--- src/rtl/softex_lane_sched.sv ---
// softex_lane_sched: round-robin row-to-lane scheduler steering the input beat stream onto SoftEx datapath lanes
//
// Optional build macro: SOFTEX_LANE_SCHED_PERF_EN enables the saturating stall counter on perf_stall_o;
// without it perf_stall_o is tied to zero.
//
// Ports:
//   clk_i, rst_i                 clock, synchronous active-high reset
//   start_i, row_len_i,
//   num_rows_i                   job start pulse and job shape, latched in IDLE
//   busy_o, done_o               job in progress, one-cycle job-end pulse
//   in_valid_i/in_ready_o/
//   in_data_i                    input beat stream
//   lane_valid_o, lane_ready_i,
//   lane_data_o, lane_last_o     per-lane beat handshake, broadcast data, end-of-row marker
//   lane_done_i                  per-lane row-finished pulse, frees the lane
//   perf_stall_o                 stall-cycle counter
module softex_lane_sched #(
    parameter int NUM_LANES = 4,
    parameter int DATA_W    = 32,
    parameter int LEN_W     = 16
) (
    input  logic                        clk_i,
    input  logic                        rst_i,
    input  logic                        start_i,
    input  logic [LEN_W-1:0]            row_len_i,
    input  logic [LEN_W-1:0]            num_rows_i,
    output logic                        busy_o,
    output logic                        done_o,
    input  logic                        in_valid_i,
    output logic                        in_ready_o,
    input  logic [DATA_W-1:0]           in_data_i,
    output logic [NUM_LANES-1:0]        lane_valid_o,
    input  logic [NUM_LANES-1:0]        lane_ready_i,
    output logic [NUM_LANES*DATA_W-1:0] lane_data_o,
    output logic [NUM_LANES-1:0]        lane_last_o,
    input  logic [NUM_LANES-1:0]        lane_done_i,
    output logic [31:0]                 perf_stall_o
);
    localparam int IDX_W = $clog2(NUM_LANES);

    typedef enum logic [1:0] {IDLE, SELECT, STREAM, DRAIN} state_t;

    state_t               state, state_nxt;
    logic [LEN_W-1:0]     row_len, num_rows, dispatched, beat_cnt;
    logic [IDX_W-1:0]     sel, rr_ptr, cand, free_idx;
    logic [NUM_LANES-1:0] lane_busy, lane_set, sel_oh;
    logic                 free_found, accept, last_beat, rows_left, done_q;

    // Lowest-offset free lane from rr_ptr: scanning offsets downwards lets the smallest offset win.
    always_comb begin
        free_found = 1'b0;
        free_idx   = '0;
        cand       = '0;
        for (int i = NUM_LANES - 1; i >= 0; i--) begin
            cand = IDX_W'((int'(rr_ptr) + i) % NUM_LANES);
            if (!lane_busy[cand]) begin
                free_found = 1'b1;
                free_idx   = cand;
            end
        end
    end

    assign sel_oh       = NUM_LANES'(1) << sel;
    assign in_ready_o   = (state == STREAM) & lane_ready_i[sel];
    assign accept       = in_valid_i & in_ready_o;
    assign last_beat    = beat_cnt == row_len - LEN_W'(1);
    assign rows_left    = dispatched != num_rows;
    assign lane_valid_o = (state == STREAM && in_valid_i) ? sel_oh : '0;
    assign lane_last_o  = (state == STREAM && last_beat) ? sel_oh : '0;
    assign lane_data_o  = {NUM_LANES{in_data_i}};
    assign busy_o       = state != IDLE;
    assign done_o       = done_q;

    always_comb begin
        state_nxt = state;
        lane_set  = '0;
        case (state)
            IDLE:
                if (start_i)
                    state_nxt = (row_len_i == '0 || num_rows_i == '0) ? DRAIN : SELECT;
            SELECT:
                if (!rows_left)
                    state_nxt = DRAIN;
                else if (free_found) begin
                    state_nxt          = STREAM;
                    lane_set[free_idx] = 1'b1;
                end
            STREAM:
                if (accept && last_beat)
                    state_nxt = SELECT;
            default:
                if (lane_busy == '0)
                    state_nxt = IDLE;
        endcase
    end

    always_ff @(posedge clk_i) begin
        if (rst_i) begin
            state      <= IDLE;
            lane_busy  <= '0;
            rr_ptr     <= '0;
            sel        <= '0;
            done_q     <= 1'b0;
            row_len    <= '0;
            num_rows   <= '0;
            dispatched <= '0;
            beat_cnt   <= '0;
        end else begin
            state     <= state_nxt;
            // A reservation made this cycle overrides a same-cycle release of that lane.
            lane_busy <= (lane_busy & ~lane_done_i) | lane_set;
            done_q    <= state == DRAIN && lane_busy == '0;
            if (state == IDLE && start_i) begin
                row_len    <= row_len_i;
                num_rows   <= num_rows_i;
                dispatched <= '0;
            end
            if (lane_set != '0) begin
                sel      <= free_idx;
                beat_cnt <= '0;
            end
            if (accept) begin
                beat_cnt <= beat_cnt + LEN_W'(1);
                if (last_beat) begin
                    dispatched <= dispatched + LEN_W'(1);
                    rr_ptr     <= (sel == IDX_W'(NUM_LANES - 1)) ? '0 : sel + IDX_W'(1);
                end
            end
        end
    end

`ifdef SOFTEX_LANE_SCHED_PERF_EN
    logic [31:0] perf_cnt;
    logic        stall;

    assign stall = (state == SELECT && rows_left && !free_found) ||
                   (state == STREAM && in_valid_i && !in_ready_o);

    always_ff @(posedge clk_i) begin
        if (rst_i)
            perf_cnt <= '0;
        else if (state == IDLE && start_i)
            perf_cnt <= '0;
        else if (stall && perf_cnt != '1)
            perf_cnt <= perf_cnt + 32'd1;
    end

    assign perf_stall_o = perf_cnt;
`else
    assign perf_stall_o = '0;
`endif

endmodule
--- config.mk ---
export PLATFORM = sky130hd
export DESIGN_NAME = softex_lane_sched
export DESIGN_NICKNAME = d
export VERILOG_FILES = /design/src/rtl/softex_lane_sched.sv
export SDC_FILE = /design/constraint.sdc
export NUM_CORES = 1
export LEC_CHECK = 0
export ABC_AREA = 1
export BUFFER_PORTS_ARGS = -buffer_cell sky130_fd_sc_hd__buf_2
export CAP_MARGIN = 10
export CORE_AREA = 4 4 147 149
export DETAILED_ROUTE_END_ITERATION = 16
export DIE_AREA = 0 0 151 153
export GPL_TIMING_DRIVEN = 1
export PLACE_DENSITY = 0.55
export SETUP_SLACK_MARGIN = 0.4
export SLEW_MARGIN = 10
export SYNTH_ARGS = -nofsm -noshare
export SYNTH_HDL_FRONTEND = slang
export SYNTH_SLANG_ARGS = --single-unit
--- constraint.sdc ---
create_clock -name clk_i -period 4.25 [get_ports clk_i]
set_input_delay 0.85 -clock clk_i [delete_from_list [all_inputs] [get_ports clk_i]]
set_output_delay 0.85 -clock clk_i [all_outputs]
set_load 0.02 [all_outputs]
==> impl_metrics.py <==
metrics = {
    "critical_path": {
        "path_delay_family": "simple AND/OR/NAND/NOR gates",
        "arrival_ns": 2.37,
        "endpoint_kind": "output port",
        "rrSetupSlack_ns": 1.88,
        "crit_path_cell_trace": "inv_2 -> ha_1 -> nand2_1 -> inv_1 -> nor2_1 -> nand2_1 -> nor2_1 -> nand3_1 -> nor2_1 -> nand2_1 -> nor2_2 -> nand3_1 -> nor2_1 -> buf_2",
        "required_ns": 3.40,
        "max_stage_delay_ns": 0.36,
        "cpMostUsedCell": "nor2_1",
        "crit_slowest_cell": "dfxtp_1",
        "path_class": "flop to output port",
        "path_max_fanout": 5,
        "startpoint_type": "flop",
        "crit_buf_inv": 3,
    },
    "clock_network": {
        "clockBufferDepth": 2,
        "cts_hold_buf": 0,
        "cts-buffers-inserted": 9,
        "cts_resized": 0,
        "post-cts-setup-buffers": 0,
        "clkSinkCount": 75,
        "path_clk_slew_ns": 0.06,
        "cts_root_buffer": "clkbuf_16",
        "h-tree-depth": 3,
        "cts_tree": "done",
        "clock_latency_ns": 0.35,
    },
    "drt": {
        "dr.pass1.iters": 4,
        "num_vias": 4613,
        "ant_nets": 0,
        "drt-wirelength-per-cell_microns": 11.6,
        "routed_wl_microns": 12700,
        "drc": 0,
        "drtIter0Drc": 249,
        "vias_per_cell": 4.21,
    },
    "outcome": {
        "outcome": "completed",
    },
    "timing": {
        "max_freq_mhz": 310,
        "grt_setup_unrepaired": "no",
        "worst_slew_pin_slew_ns": 0.797,
        "slew_violations": 0,
        "relSlewSlack": 0.468,
        "setup_viol": 0,
        "period_needed_ns": 3.22,
        "period_share": 0.759,
        "skew_ns": 0.0135,
        "tns_ns": 0,
        "finalHoldViolCount": 0,
    },
    "placed_design": {
        "gp_congestion": 0.810,
        "port_buffers": 54,
        "dp_cells": 1082,
        "dpl_cell_area_sq_mm": 0.00543,
        "hpwl_microns": 9800,
    },
    "global_routing": {
        "gr-usage-all-layers": 0.113,
        "antenna_found_initial": 0,
        "grt-ovfl-total": 0,
        "grt_max_degree": 58,
        "grt_pass1_vias": 4459,
        "grt_pass1_wl_microns": 21300,
    },
    "power_and_ir_drop": {
        "finalPower_mw": 2.80,
        "p_per_area_mw_per_mm2": 490,
        "leakage_nw": 2.55,
        "ir_drop_mv": 0.231,
    },
    "floorplan": {
        "dieArea_sq_mm": 0.0231,
        "die_h_microns": 153,
        "initial_core_util": 0.298,
        "rows": 52,
        "die_width_microns": 151,
        "pin_count": 247,
        "fp.coreArea_sq_mm": 0.0202,
    },
    "finish": {
        "drive_gt1_frac": 0.143,
        "fin_cells": 1097,
        "synthToLayoutAreaGrowth_pct": -4.73,
        "postLayoutCellArea_sq_mm": 0.00572,
        "n_antenna_cell": 0,
        "fin_nets": 910,
        "n_fill_cell": 2261,
    },
    "logic_synthesis": {
        "yosys.area.top_type": "dfxtp_1",
        "yosysMostFrequentCell": "nand2_1",
        "synth_cells": 908,
        "synth_edf_count": 0,
        "syn_avg_cell_area_sq_um": 6.62,
        "netlist-cell-type-count": 41,
        "ys_top_cells_by_area": "dfxtp_1 25%, buf_4 20%, nand2_1 11%",
        "ys_ff_latch": 75,
        "synthDominantCellAreaShare": 0.250,
        "yosys_warnings": 0,
        "ys_seq_area_frac": 0.250,
        "synth_ff_type": "dfxtp_1",
        "synth_area_sq_mm": 0.00601,
        "synthArstFlopShare": 0,
        "yosys-top-cells-count": "176 x nand2_1, 160 x buf_4, 138 x nor2_1, 75 x dfxtp_1, 68 x inv_1",
    },
    "job": {
        "max_cap_viol_count": 0,
    },
    "hold_path": {
        "min_path_type": "flop to flop",
    },
}
registers in the layout, indices dropped and copies added, names as in the netlist:
signal      count
beat_cnt       16
dispatched     16
done_o          1
lane_busy       4
num_rows       16
row_len        16
rr_ptr          2
sel             2
state           2
routing by layer:
metal | global-route usage | vias up | share of wire | routed length, microns
met3 | 0.0317 | 15 | 0.049 | 623
met4 | 0.0367 | 0 | 0.014 | 172
met2 | 0.189 | 95 | 0.49 | 6150
met1 | 0.140 | 2017 | 0.45 | 5720
met5 | 0 | - | 0 | 0
li1 | - | 2486 | - | -
where the power goes:
group	total (mW)	internal (mW)	switching, mW	leakage [nW]
Combinational	1.12	0.390	0.727	1.79
Sequential	0.925	0.811	0.114	0.612
Clock	0.762	0.452	0.310	0.142
cell type report:
type	instances	area [sq um]	share of cell area
Sequential cell	75	1500	0.262
Clock buffer	9	225	0.0393
Tap cell	270	338	0.0590
Clock inverter	6	65.1	0.0114
Multi-Input combinational cell	604	3020	0.528
Inverter	77	289	0.0505
Timing Repair Buffer	56	285	0.0498
per-stage QoR:
stage	utilization	hold slack, ns	worst slack (ns)
2_1_floorplan	-	0.461	1.59
3_3_place_gp	0.269	0.486	1.39
3_5_place_dp	0.269	0.492	1.36
4_1_cts	0.284	0.502	0.985
5_1_grt	0.284	0.526	0.696
6_report	0.284	0.501	1.03
worst paths after layout:
check | start | end | cells past startpoint
worst max-delay path | row_len[0] | lane_last_o[2] | 14
worst min register to register | num_rows[7] | num_rows[7] | 2
worst min-delay path | num_rows[7] | num_rows[7] | 2
worst max register to register | state[0] | beat_cnt[15] | 10
placed cells by master (no fill, tap or decap), types with 2 or more instances in the layout:
| cell type | netlist | final |
|---|---|---|
| nor2_2 | 15 | 15 |
| buf_2 | 3 | 54 |
| nand2_1 | 176 | 176 |
| clkinv_1 | 3 | 3 |
| a21oi_1 | 37 | 37 |
| nor2_1 | 138 | 138 |
| xor2_1 | 17 | 17 |
| or2_2 | 3 | 3 |
| o22ai_1 | 2 | 2 |
| inv_1 | 68 | 68 |
| dfxtp_1 | 75 | 75 |
| nand3b_1 | 4 | 4 |
| nor4_1 | 6 | 6 |
| o21ai_2 | 2 | 2 |
| nor3_1 | 5 | 5 |
| nor2_4 | 5 | 5 |
| nand3_2 | 2 | 2 |
| inv_2 | 6 | 6 |
| clkinv_2 | 0 | 2 |
| o21ai_0 | 50 | 50 |
| buf_4 | 160 | 2 |
| nand3_4 | 2 | 2 |
| a21oi_2 | 6 | 6 |
| nand4_1 | 12 | 12 |
| o21bai_1 | 2 | 2 |
| ha_1 | 11 | 11 |
| clkbuf_16 | 0 | 9 |
| o21a_1 | 2 | 2 |
| nand2_2 | 4 | 4 |
| o21ai_1 | 6 | 6 |
| conb_1 | 1 | 32 |
| nand3_1 | 34 | 34 |
| xnor2_1 | 24 | 24 |
worst reg2reg max path, stage by stage (launching register included):
cell      delay [ns]
dfxtp_1         0.35
inv_1           0.09
ha_1            0.31
nand2_1         0.21
nor2_4          0.38
clkinv_1        0.36
nand2_1         0.21
nand2_1         0.12
inv_1           0.09
nand2_1         0.06
o21ai_1         0.11
cell families (layout without fill, tap and decap cells):
kind of cell / Yosys count / in the layout / synth area share
flip-flops: 75 / 75 / 0.250
AND/OR/NAND/NOR: 410 / 410 / 0.300
buffers and inverters: 260 / 148 / 0.267
XOR/XNOR: 41 / 41 / 0.0598
other: 1 / 32 / 0.000624
AO/OA/AOI/OAI: 110 / 110 / 0.100
adder cells (fa/ha/maj): 11 / 11 / 0.0229
(Power assumes the default switching activity.)
